===== src/rtl/ad9517_spi_pkg.sv =====
// rtl/ad9517_spi_pkg.sv - AD9517 serial port header fields, byte-count codes and FSM states
package ad9517_spi_pkg;

  localparam int HDR_RW_BIT   = 15;
  localparam int HDR_W_MSB    = 14;
  localparam int HDR_W_LSB    = 13;
  localparam int HDR_ADDR_MSB = 12;

  localparam logic [1:0] W_ONE    = 2'b00;
  localparam logic [1:0] W_TWO    = 2'b01;
  localparam logic [1:0] W_THREE  = 2'b10;
  localparam logic [1:0] W_STREAM = 2'b11;

  localparam logic [12:0] ADDR_PART_ID = 13'h003;

  typedef enum logic [2:0] {
    ST_IDLE,
    ST_INSTR,
    ST_WDATA,
    ST_RDATA,
    ST_DONE
  } spi_state_t;

endpackage


===== src/rtl/ad9517_spi_if.sv =====
// rtl/ad9517_spi_if.sv - 3-wire SPI pin bundle (SDIO split into sdi/sdo/sdo_oe at the IOBUF)
interface ad9517_spi_if;
  logic sclk_in;
  logic cs_n_in;
  logic sdi;
  logic sdo;
  logic sdo_oe;

  modport master (output sclk_in, output cs_n_in, output sdi, input sdo, input sdo_oe);
  modport slave  (input sclk_in, input cs_n_in, input sdi, output sdo, output sdo_oe);
endinterface


===== src/rtl/spi_in_sync_edge.sv =====
// rtl/spi_in_sync_edge.sv - N-stage input synchronizer with single-cycle rise/fall pulses
module spi_in_sync_edge #(
  parameter int   STAGES    = 2,
  parameter logic RESET_VAL = 1'b0
) (
  input  logic clk,
  input  logic rstn,
  input  logic d,
  output logic rise,
  output logic fall
);

  logic [STAGES-1:0] sync;
  logic              last;

  always_ff @(posedge clk or negedge rstn) begin
    if (!rstn) begin
      sync <= {STAGES{RESET_VAL}};
      last <= RESET_VAL;
    end else begin
      sync[0] <= d;
      for (int i = 1; i < STAGES; i++) sync[i] <= sync[i-1];
      last <= sync[STAGES-1];
    end
  end

  assign rise = sync[STAGES-1] & ~last;
  assign fall = ~sync[STAGES-1] & last;

endmodule


===== src/rtl/ad9517_spi_slave.sv =====
// rtl/ad9517_spi_slave.sv - AD9517 3-wire serial control port responder with byte register file
module ad9517_spi_slave
  import ad9517_spi_pkg::*;
#(
  parameter int         REG_DEPTH   = 256,
  parameter logic [7:0] PART_ID     = 8'h51,
  parameter int         SYNC_STAGES = 2
) (
  input  logic              clk,
  input  logic              rstn,
  ad9517_spi_if.slave       spi,
  output logic              reg_wr_en,
  output logic [12:0]       reg_wr_addr,
  output logic [7:0]        reg_wr_data,
  output logic              busy,
  output logic              xfer_done
);

  localparam int          AW        = $clog2(REG_DEPTH);
  localparam logic [13:0] DEPTH_LIM = 14'(REG_DEPTH);

  logic                   sclk_rise, sclk_fall, cs_rise, cs_fall;
  logic [SYNC_STAGES-1:0] sdi_sync;
  logic                   sdi_s;

  // CS_N idles high so reset release never looks like a frame start
  spi_in_sync_edge #(.STAGES(SYNC_STAGES), .RESET_VAL(1'b0)) u_sclk_sync (
    .clk(clk), .rstn(rstn), .d(spi.sclk_in), .rise(sclk_rise), .fall(sclk_fall)
  );

  spi_in_sync_edge #(.STAGES(SYNC_STAGES), .RESET_VAL(1'b1)) u_cs_sync (
    .clk(clk), .rstn(rstn), .d(spi.cs_n_in), .rise(cs_rise), .fall(cs_fall)
  );

  always_ff @(posedge clk or negedge rstn) begin
    if (!rstn) begin
      sdi_sync <= '0;
    end else begin
      sdi_sync[0] <= spi.sdi;
      for (int i = 1; i < SYNC_STAGES; i++) sdi_sync[i] <= sdi_sync[i-1];
    end
  end
  assign sdi_s = sdi_sync[SYNC_STAGES-1];

  spi_state_t  state;
  logic [3:0]  bit_cnt;
  logic [14:0] shreg;
  logic [12:0] addr;
  logic [1:0]  bytes_left;
  logic        stream;
  logic [15:0] shift_word;
  logic [7:0]  regs [REG_DEPTH];
  logic [7:0]  rd_byte;
  logic        in_range, is_id, wr_ok, wr_commit, byte_end;

  assign shift_word = {shreg, sdi_s};
  assign in_range   = ({1'b0, addr} < DEPTH_LIM);
  assign is_id      = (addr == ADDR_PART_ID);
  assign wr_ok      = in_range & ~is_id;
  assign byte_end   = sclk_rise && (bit_cnt == 4'd7) && !cs_rise && !cs_fall;
  assign wr_commit  = (state == ST_WDATA) && byte_end && wr_ok;

  always_comb begin
    rd_byte = 8'h00;
    if (is_id)         rd_byte = PART_ID;
    else if (in_range) rd_byte = regs[addr[AW-1:0]];
  end

  always_ff @(posedge clk or negedge rstn) begin
    if (!rstn) begin
      for (int i = 0; i < REG_DEPTH; i++) regs[i] <= 8'h00;
    end else if (wr_commit) begin
      regs[addr[AW-1:0]] <= shift_word[7:0];
    end
  end

  always_ff @(posedge clk or negedge rstn) begin
    if (!rstn) begin
      state       <= ST_IDLE;
      bit_cnt     <= '0;
      shreg       <= '0;
      addr        <= '0;
      bytes_left  <= '0;
      stream      <= 1'b0;
      spi.sdo     <= 1'b0;
      spi.sdo_oe  <= 1'b0;
      reg_wr_en   <= 1'b0;
      reg_wr_addr <= '0;
      reg_wr_data <= '0;
      busy        <= 1'b0;
      xfer_done   <= 1'b0;
    end else begin
      reg_wr_en <= 1'b0;
      xfer_done <= cs_rise;
      if (cs_rise) begin
        state      <= ST_IDLE;
        spi.sdo    <= 1'b0;
        spi.sdo_oe <= 1'b0;
        busy       <= 1'b0;
      end else if (cs_fall) begin
        state   <= ST_INSTR;
        bit_cnt <= '0;
        busy    <= 1'b1;
      end else begin
        unique case (state)
          ST_INSTR: begin
            if (sclk_rise) begin
              shreg   <= shift_word[14:0];
              bit_cnt <= bit_cnt + 4'd1;
              if (bit_cnt == 4'd15) begin
                state      <= shift_word[HDR_RW_BIT] ? ST_RDATA : ST_WDATA;
                addr       <= shift_word[HDR_ADDR_MSB:0];
                bytes_left <= shift_word[HDR_W_MSB:HDR_W_LSB];
                stream     <= (shift_word[HDR_W_MSB:HDR_W_LSB] == W_STREAM);
              end
            end
          end
          ST_WDATA: begin
            if (sclk_rise) begin
              shreg   <= shift_word[14:0];
              bit_cnt <= bit_cnt + 4'd1;
            end
            if (wr_commit) begin
              reg_wr_en   <= 1'b1;
              reg_wr_addr <= addr;
              reg_wr_data <= shift_word[7:0];
            end
            if (byte_end) begin
              bit_cnt <= '0;
              addr    <= addr - 13'd1;
              if (!stream) begin
                if (bytes_left == 2'd0) state <= ST_DONE;
                else                    bytes_left <= bytes_left - 2'd1;
              end
            end
          end
          ST_RDATA: begin
            // bit_cnt counts rising edges; a fall with bit_cnt == 0 starts a new byte
            if (sclk_fall) begin
              spi.sdo_oe <= 1'b1;
              if (bit_cnt == 4'd0) begin
                spi.sdo    <= rd_byte[7];
                shreg[7:0] <= {rd_byte[6:0], 1'b0};
              end else begin
                spi.sdo    <= shreg[7];
                shreg[7:0] <= {shreg[6:0], 1'b0};
              end
            end else if (sclk_rise) begin
              bit_cnt <= bit_cnt + 4'd1;
            end
            if (byte_end) begin
              bit_cnt <= '0;
              addr    <= addr - 13'd1;
              if (!stream) begin
                if (bytes_left == 2'd0) begin
                  state      <= ST_DONE;
                  spi.sdo    <= 1'b0;
                  spi.sdo_oe <= 1'b0;
                end else begin
                  bytes_left <= bytes_left - 2'd1;
                end
              end
            end
          end
          default: ;
        endcase
      end
    end
  end

endmodule


===== src/flat_wrapper.sv =====
// flat-port wrapper written by rule: the top's interface ports become plain ports
module ad9517_spi_slave_flat import ad9517_spi_pkg::*;
#(
  parameter int         REG_DEPTH   = 256,
  parameter logic [7:0] PART_ID     = 8'h51,
  parameter int         SYNC_STAGES = 2
)
  (clk, rstn, reg_wr_en, reg_wr_addr, reg_wr_data, busy, xfer_done, spi_sclk_in, spi_cs_n_in, spi_sdi, spi_sdo, spi_sdo_oe);
  ad9517_spi_if spi_i ();
  input  logic clk;
  input  logic rstn;
  output logic reg_wr_en;
  output logic [12:0] reg_wr_addr;
  output logic [7:0] reg_wr_data;
  output logic busy;
  output logic xfer_done;
  input wire logic [$bits(spi_i.sclk_in)-1:0] spi_sclk_in;
  input wire logic [$bits(spi_i.cs_n_in)-1:0] spi_cs_n_in;
  input wire logic [$bits(spi_i.sdi)-1:0] spi_sdi;
  output wire logic [$bits(spi_i.sdo)-1:0] spi_sdo;
  output wire logic [$bits(spi_i.sdo_oe)-1:0] spi_sdo_oe;
  assign spi_i.sclk_in = spi_sclk_in;
  assign spi_i.cs_n_in = spi_cs_n_in;
  assign spi_i.sdi = spi_sdi;
  assign spi_sdo = spi_i.sdo;
  assign spi_sdo_oe = spi_i.sdo_oe;
  ad9517_spi_slave #(.REG_DEPTH(REG_DEPTH), .PART_ID(PART_ID), .SYNC_STAGES(SYNC_STAGES)) u_core (.clk(clk), .rstn(rstn), .spi(spi_i), .reg_wr_en(reg_wr_en), .reg_wr_addr(reg_wr_addr), .reg_wr_data(reg_wr_data), .busy(busy), .xfer_done(xfer_done));
endmodule

===== config.mk =====
export PLATFORM = sky130hd
export DESIGN_NAME = ad9517_spi_slave_flat
export DESIGN_NICKNAME = d
export VERILOG_FILES = /design/src/rtl/ad9517_spi_pkg.sv /design/src/rtl/ad9517_spi_if.sv /design/src/rtl/spi_in_sync_edge.sv /design/src/rtl/ad9517_spi_slave.sv /design/src/flat_wrapper.sv
export SDC_FILE = /design/constraint.sdc
export NUM_CORES = 2
export LEC_CHECK = 0
export CORE_UTILIZATION = 49
export CTS_BUF_LIST = sky130_fd_sc_hd__clkbuf_4 sky130_fd_sc_hd__clkbuf_8
export CTS_CLUSTER_DIAMETER = 80
export DETAILED_ROUTE_END_ITERATION = 8
export PLACE_DENSITY_LB_ADDON = 0.3
export SLEW_MARGIN = 10
export SYNTH_ARGS = -nofsm -noshare
export SYNTH_HDL_FRONTEND = slang
export SYNTH_SLANG_ARGS = --single-unit

===== constraint.sdc =====
create_clock -name clk -period 6.2 [get_ports clk]
set_clock_uncertainty 0.05 [all_clocks]
set_input_delay 1.24 -clock clk [delete_from_list [all_inputs] [get_ports clk]]
set_output_delay 1.24 -clock clk [all_outputs]
set_load 0.1 [all_outputs]

# After elaboration in Yosys (flattened, before gate mapping)
# Cells that the tools add are included.
totals:
  wordCells: 400
  register_bits: 2120
  input_bits: 5
classes:
  magnitude_cmp: 3
  n_addsub: 3
  reduce_logical: 27
  n_bitwise: 13
  n_eq_ne: 21
  n_mux: 58
op_table:
  columns: ["cell", "count"]
  rows:
  - ["$bwmux 2048", 1]
  - ["$bmux 8 s8", 1]
  - ["$demux 8 s8", 1]
  - ["$mux 8", 8]
  - ["$mux 13", 3]
  - ["$pmux 13 s2", 1]
  - ["$mux 1", 22]
  - ["$mux 3", 7]
  - ["$mux 4", 5]
  - ["$ne 4x1->1 const B", 4]
  - ["$pmux 8 s2", 1]
  - ["$eq 13x2->1 const B", 1]
  - ["$lt 13x9->1 const B", 1]
  - ["$sub 13x1->13 const B", 1]
  - ["$ne 2x1->1 const B", 6]
  - ["$pmux 4 s3", 1]
  - ["$reduce_and 6->1", 2]
  - ["$mux 2", 5]
  - ["$reduce_and 5->1", 2]
  - ["$ge 9x9->1 const B", 1]
  - ["$lt 9x1->1 const B", 1]
  - ["$not 8->9", 1]
  - ["$reduce_and 4->1", 2]
  - ["$reduce_and 8->1", 1]
  - ["23 further kinds", 46]

# Logic depth before layout (Yosys ltp)
logic_depth:
  word_depth: 14
  depth_mapped: 15

# Modules after synthesis
# Synthesis repeated with hierarchy kept, for this count alone.
unflattened:
  cells_unflattened: 6309
  area_unflattened_um2: 97119.4
modules_own_cells:
  columns: ["mod", "cells_each", "area_each_um2", "n_inst", "seq_area_each_um2"]
  rows:
  - ["ad9517_spi_slave", 6299, 96935.5, 1, 52900.7]
  - ["spi_in_sync_edge at u_core.u_cs_sync", 5, 93.8, 1, 78.8]
  - ["spi_in_sync_edge at u_core.u_sclk_sync", 5, 90.1, 1, 75.1]

# Worst setup path after synthesis
# Ideal clock, no wire load.
synth_path:
  kind: "register to register"
  from: "reg u_core.addr[1]"
  to: "reg u_core.regs[1840] (netlist name)"
  required_ns: 6.025
  setup_slack_ns: 2.735
  t_arrival_ns: 3.290
  synth_period_minus_slack_ns: 3.465
  stages_incl_launch_ff: 13
  setup_ns: 0.125
  cell_sequence: "dfrtp_1 > buf_2 > buf_2 > buf_2 > inv_1 > buf_1 > clkbuf_1 > ha_1 > clkbuf_1 > nand2_1 > nor2_2 > nand3_1 > mux2_2"
synth_via:
  elab_chain_cells: 6
  elab_cells_between_ends: 12
  cone_classes: "order compare (3); eq/ne (1); mux (3); bitwise (3); reduce/logical (2)"
synth_rtl:
  columns: ["item", "line", "source"]
  rows:
  - ["from (decl)", "ad9517_spi_slave.sv:48", "logic [12:0] addr;"]
  - ["from (signal assigned)", "ad9517_spi_slave.sv:112", "addr <= shift_word[HDR_ADDR_MSB:0];"]
  - ["from (signal assigned)", "ad9517_spi_slave.sv:130", "addr <= addr - 13'd1;"]
  - ["from (signal assigned)", "ad9517_spi_slave.sv:153", "addr <= addr - 13'd1;"]
  - ["$not 8->9 (not written as such)", "ad9517_spi_slave.sv:73", "regs[addr[AW-1:0]] <= shift_word[7:0];"]
  - ["$ge 9x9->1 (not written as such) / $lt 9x1->1 (equally long branches)", "ad9517_spi_slave.sv:73", null]
  - ["$logic_and 1x1->1 (not written as such)", "ad9517_spi_slave.sv:73", null]
  - ["$mux 8 (not written as such)", "ad9517_spi_slave.sv:73", null]
  - ["$demux 8 s8", "ad9517_spi_slave.sv:73", null]
  - ["$bwmux 2048", "ad9517_spi_slave.sv:73", null]
  - ["to (signal, indexed assignment)", "ad9517_spi_slave.sv:73", null]
  - ["to (decl)", "ad9517_spi_slave.sv:52", "logic [7:0] regs [REG_DEPTH];"]
# Parallel ways exist; a longest one is shown, timed or not.
# A chain may end at the register's enable or synchronous reset.

# Worst setup path after layout
layout_path:
  from: "reg u_core.addr[3]"
  to: "reg u_core.regs[1668] (netlist name)"
# Same word-level chain as after synthesis.

==> flow_metrics.tcl <==
set metrics [dict create \
    via_per_inst 6.23 \
    cts_setup_buffers 0 \
    min_path_type "in -> async" \
    start_kind "flop" \
    switchingPower_mw 8.22 \
    portBuffers 30 \
    fin_crit_sh 0.849 \
    placedCellCount 8462 \
    dieArea_sq_um 200000 \
    clkPwrFrac 0.436 \
    fin_hold_ws_ns 0.0621 \
    drt_iter0_markers 5065 \
    core-area_sq_um 196000 \
    worstMarginPinSlew_ns 1.30 \
    violations "design-rule violations" \
    cp.arrival_ns 6.14 \
    crit_family "simple AND/OR/NAND/NOR gates" \
    status "complete, but fails checks" \
    cts_buffer_depth 4 \
    die_h_um 447 \
    ys_warn_count 0 \
    cp_common_cell "buf_4" \
    rows 162 \
    cts_tree "yes" \
    combPwrFrac 0.079 \
    startpoint "u_core.addr[3]$_DFFE_PN0P_" \
    drive_gt1_frac 0.523 \
    end_kind "flop" \
    seq_power_share 0.485 \
    rsz0062_at_grt "no" \
    crit_path_end "u_core.regs[1668]$_DFFE_PN0P_" \
    antenna_found_initial 9 \
    tns_ns 0 \
    powerDensity_nw_per_um2 279 \
    rr_worst_depth 6 \
    yosysSeqAreaShare 0.547 \
    dp.final_hpwl_um 164000 \
    netlist_area_sq_um 97000 \
    reg2reg_from "u_core.addr[3]$_DFFE_PN0P_" \
    ys_async_sr_fraction 1.00 \
    setup-violations-final 0 \
    die_w_um 447 \
    clk_latency_ns 1.10 \
    synth-edff-count 0 \
    synth-seq-cells 2120 \
    firstDrtPassIters 9 \
    track_usage 0.268 \
    final_nets 6216 \
    intPower_mw 21.7 \
    power_mw 29.9 \
    p_leak_nw 50.8 \
    start_util 0.495 \
    antenna_left 0 \
    path_cells "buf_4 -> buf_4 -> and2_1 -> nand3_2 -> nor2_2 -> mux2_2" \
    area.growth.synth_to_final_pct 10.5 \
    maxCapViolCount 0 \
    post-place-ws_ns 1.10 \
    relSlewSlack 0.132 \
    cts_hold_buf 0 \
    cts_resized 0 \
    sw_frac_of_total 0.275 \
    num_vias 56586 \
    cp_num_cells 6 \
    nFillCells 15622 \
    critical_path_class "reg -> reg" \
    drc 1 \
    grt_start_max_net_pins 211 \
    wl_per_cell_um 29.0 \
    hold_viol_final 0 \
    fin_crit_ns 5.26 \
    crit_buf_inv 2 \
    rr_endpoint "u_core.regs[1668]$_DFFE_PN0P_" \
    path_clk_slew_ns 0.07 \
    syn_nets 6177 \
    synth_top_flop_cell "dfrtp_1" \
    syn_inst 6161 \
    stdcell_count 9081 \
    avgSynthCellArea_sq_um 15.7 \
    max_freq_ghz 0.190 \
    grt-ovfl-total 0 \
    htreeDepth 5 \
    pin_count 31 \
    root_buffer "clkbuf_8" \
    rrSetupSlack_ns 0.94 \
    cts_buffers 360 \
    maxSlewViolCount 0 \
    cp.required_ns 7.08 \
    max_stage_delay_ns 1.10 \
    gp_congestion 0.911 \
    cts.sinks 2120 \
    grt_pass1_vias 58912 \
    crit_fanout 39 \
    routed_wl_um 263000 \
    synth_cell_types 70 \
    grt_pass1_wl_um 397000 \
    finalWorstSetupSlack_ns 0.938 \
    ir_drop_v 0.000594 \
    cp_slowest_cell "and2_1" \
]
-- how the worst min path moves through the flow --
stage	to	startpoint	slack [ns]
global route	u_core.regs[74]$_DFFE_PN0P_	rstn	0.06
detailed placement	u_core.sdi_sync[1]$_DFF_PN0_	u_core.sdi_sync[0]$_DFF_PN0_	0.29
floorplan	u_core.sdi_sync[1]$_DFF_PN0_	u_core.sdi_sync[0]$_DFF_PN0_	0.28
finish	u_core.regs[292]$_DFFE_PN0P_	rstn	0.06
CTS	u_core.regs[424]$_DFFE_PN0P_	rstn	0.02
global placement	u_core.sdi_sync[1]$_DFF_PN0_	u_core.sdi_sync[0]$_DFF_PN0_	0.29
-- power by group through the flow --
stage	Combinational, mW	Clock [mW]	Sequential (mW)
after floorplan	1.65	0	14.2
after global placement	2.32	0	14.7
after detailed placement	2.37	0	14.7
after CTS	2.38	13.2	14.5
after global routing	2.55	13.9	14.5
final	2.36	13.0	14.5
-- per-layer routing --
| metal | global-route usage | wire length [um] | vias to the layer above |
|---|---|---|---|
| li1 | - | - | 23155 |
| met1 | 0.375 | 112000 | 30828 |
| met2 | 0.403 | 120000 | 2019 |
| met3 | 0.0633 | 19200 | 578 |
| met4 | 0.108 | 10900 | 6 |
| met5 | 0 | 85 | - |
-- layout by cell type, fill, tap and decap left out, types with 10 or more instances in the layout --
cell / instances
a21oi_1: 36
a221oi_1: 15
a22oi_1: 60
a31oi_1: 10
a32oi_1: 12
buf_12: 22
buf_4: 93
clkbuf_4: 109
clkbuf_8: 456
clkdlybuf4s50_1: 29
clkinv_2: 37
dfrtp_1: 2105
dfrtp_4: 12
ha_1: 11
inv_1: 14
mux2_1: 144
mux2_2: 1920
mux2i_1: 98
mux4_2: 558
nand2_1: 241
nand2b_1: 13
nand3_1: 50
nand4_1: 23
nor2_1: 50
nor2_2: 83
nor2_4: 34
nor2b_1: 12
nor3_1: 21
o21ai_0: 36
o22ai_1: 17
-- area by class of cell --
class | instances | area, sq um | share of cell area
clock inverters | 52 | 390 | 0.00364
repair buffers | 146 | 1480 | 0.0138
well taps | 2624 | 3280 | 0.0306
multi-input cells | 3557 | 41800 | 0.390
inverters | 15 | 56.3 | 0.000525
clock buffers | 565 | 7090 | 0.0662
diodes | 2 | 5.00 | 0.0000467
flip-flops and latches | 2120 | 53100 | 0.495
-- state kept, by name, indices dropped and copies added, names as in the netlist, 2 cells and up --
signal / count
u_core.reg_wr_data: 8
u_core.u_cs_sync.sync: 2
u_core.shreg: 15
u_core.addr: 13
u_core.sdi_sync: 2
u_core.u_sclk_sync.sync: 2
u_core.bit_cnt: 4
u_core.state: 3
u_core.reg_wr_addr: 13
u_core.regs: 2048
u_core.bytes_left: 2
-- through the flow --
step / cell area [sq um] / utilization
2_1_floorplan: 97000 / -
3_3_place_gp: 99700 / 0.509
3_5_place_dp: 99700 / 0.509
4_1_cts: 107000 / 0.547
5_1_grt: 107000 / 0.547
6_report: 107000 / 0.547
-- synthesized netlist by cell type, types with 5 or more instances --
master	instances	area, sq um
nor3_1	22	110
o22ai_1	17	106
o211ai_1	9	67.6
nand3_2	8	80.1
nand4_1	23	144
nor2b_1	17	106
clkbuf_1	323	1210
dfrtp_1	2117	53000
nand3_1	50	250
a221oi_1	15	131
a21oi_1	36	180
buf_6	29	327
nand2b_1	13	81.3
a211oi_1	8	60.1
mux4_2	558	12600
inv_1	15	56.3
buf_4	23	173
nand2_1	241	905
and2_1	9	56.3
mux2_2	1920	21600
nor2_1	56	210
a32oi_1	12	105
mux2i_1	98	981
nor2_4	32	360
mux2_1	144	1620
a31oi_1	10	62.6
nand3_4	7	123
o21ai_0	36	180
buf_1	41	154
nor2_2	79	494
a22oi_1	60	450
ha_1	11	138
and3_1	5	31.3
buf_2	52	260
-- logic make-up (layout without fill, tap and decap cells) --
group / after synthesis / after routing / synth area share
and+or+nand+nor: 588 / 588 / 0.0326
AOI/OAI and AO/OA: 235 / 235 / 0.0166
buffers and inverters: 484 / 778 / 0.0227
other: 0 / 2 / 0
xor gates and xnor gates: 3 / 3 / 0.000271
DFF: 2120 / 2120 / 0.547
muxes: 2720 / 2720 / 0.379
adders and majority gates: 11 / 11 / 0.00142
-- worst reg2reg max path, delay by kind of cell, from the launching register on --
family | cells | cell delay (ns)
DFF | 1 | 0.78
buffers and inverters | 2 | 1.37
muxes | 1 | 0.40
and+or+nand+nor | 3 | 2.50
Note: power is estimated with default switching activity, not from simulation.
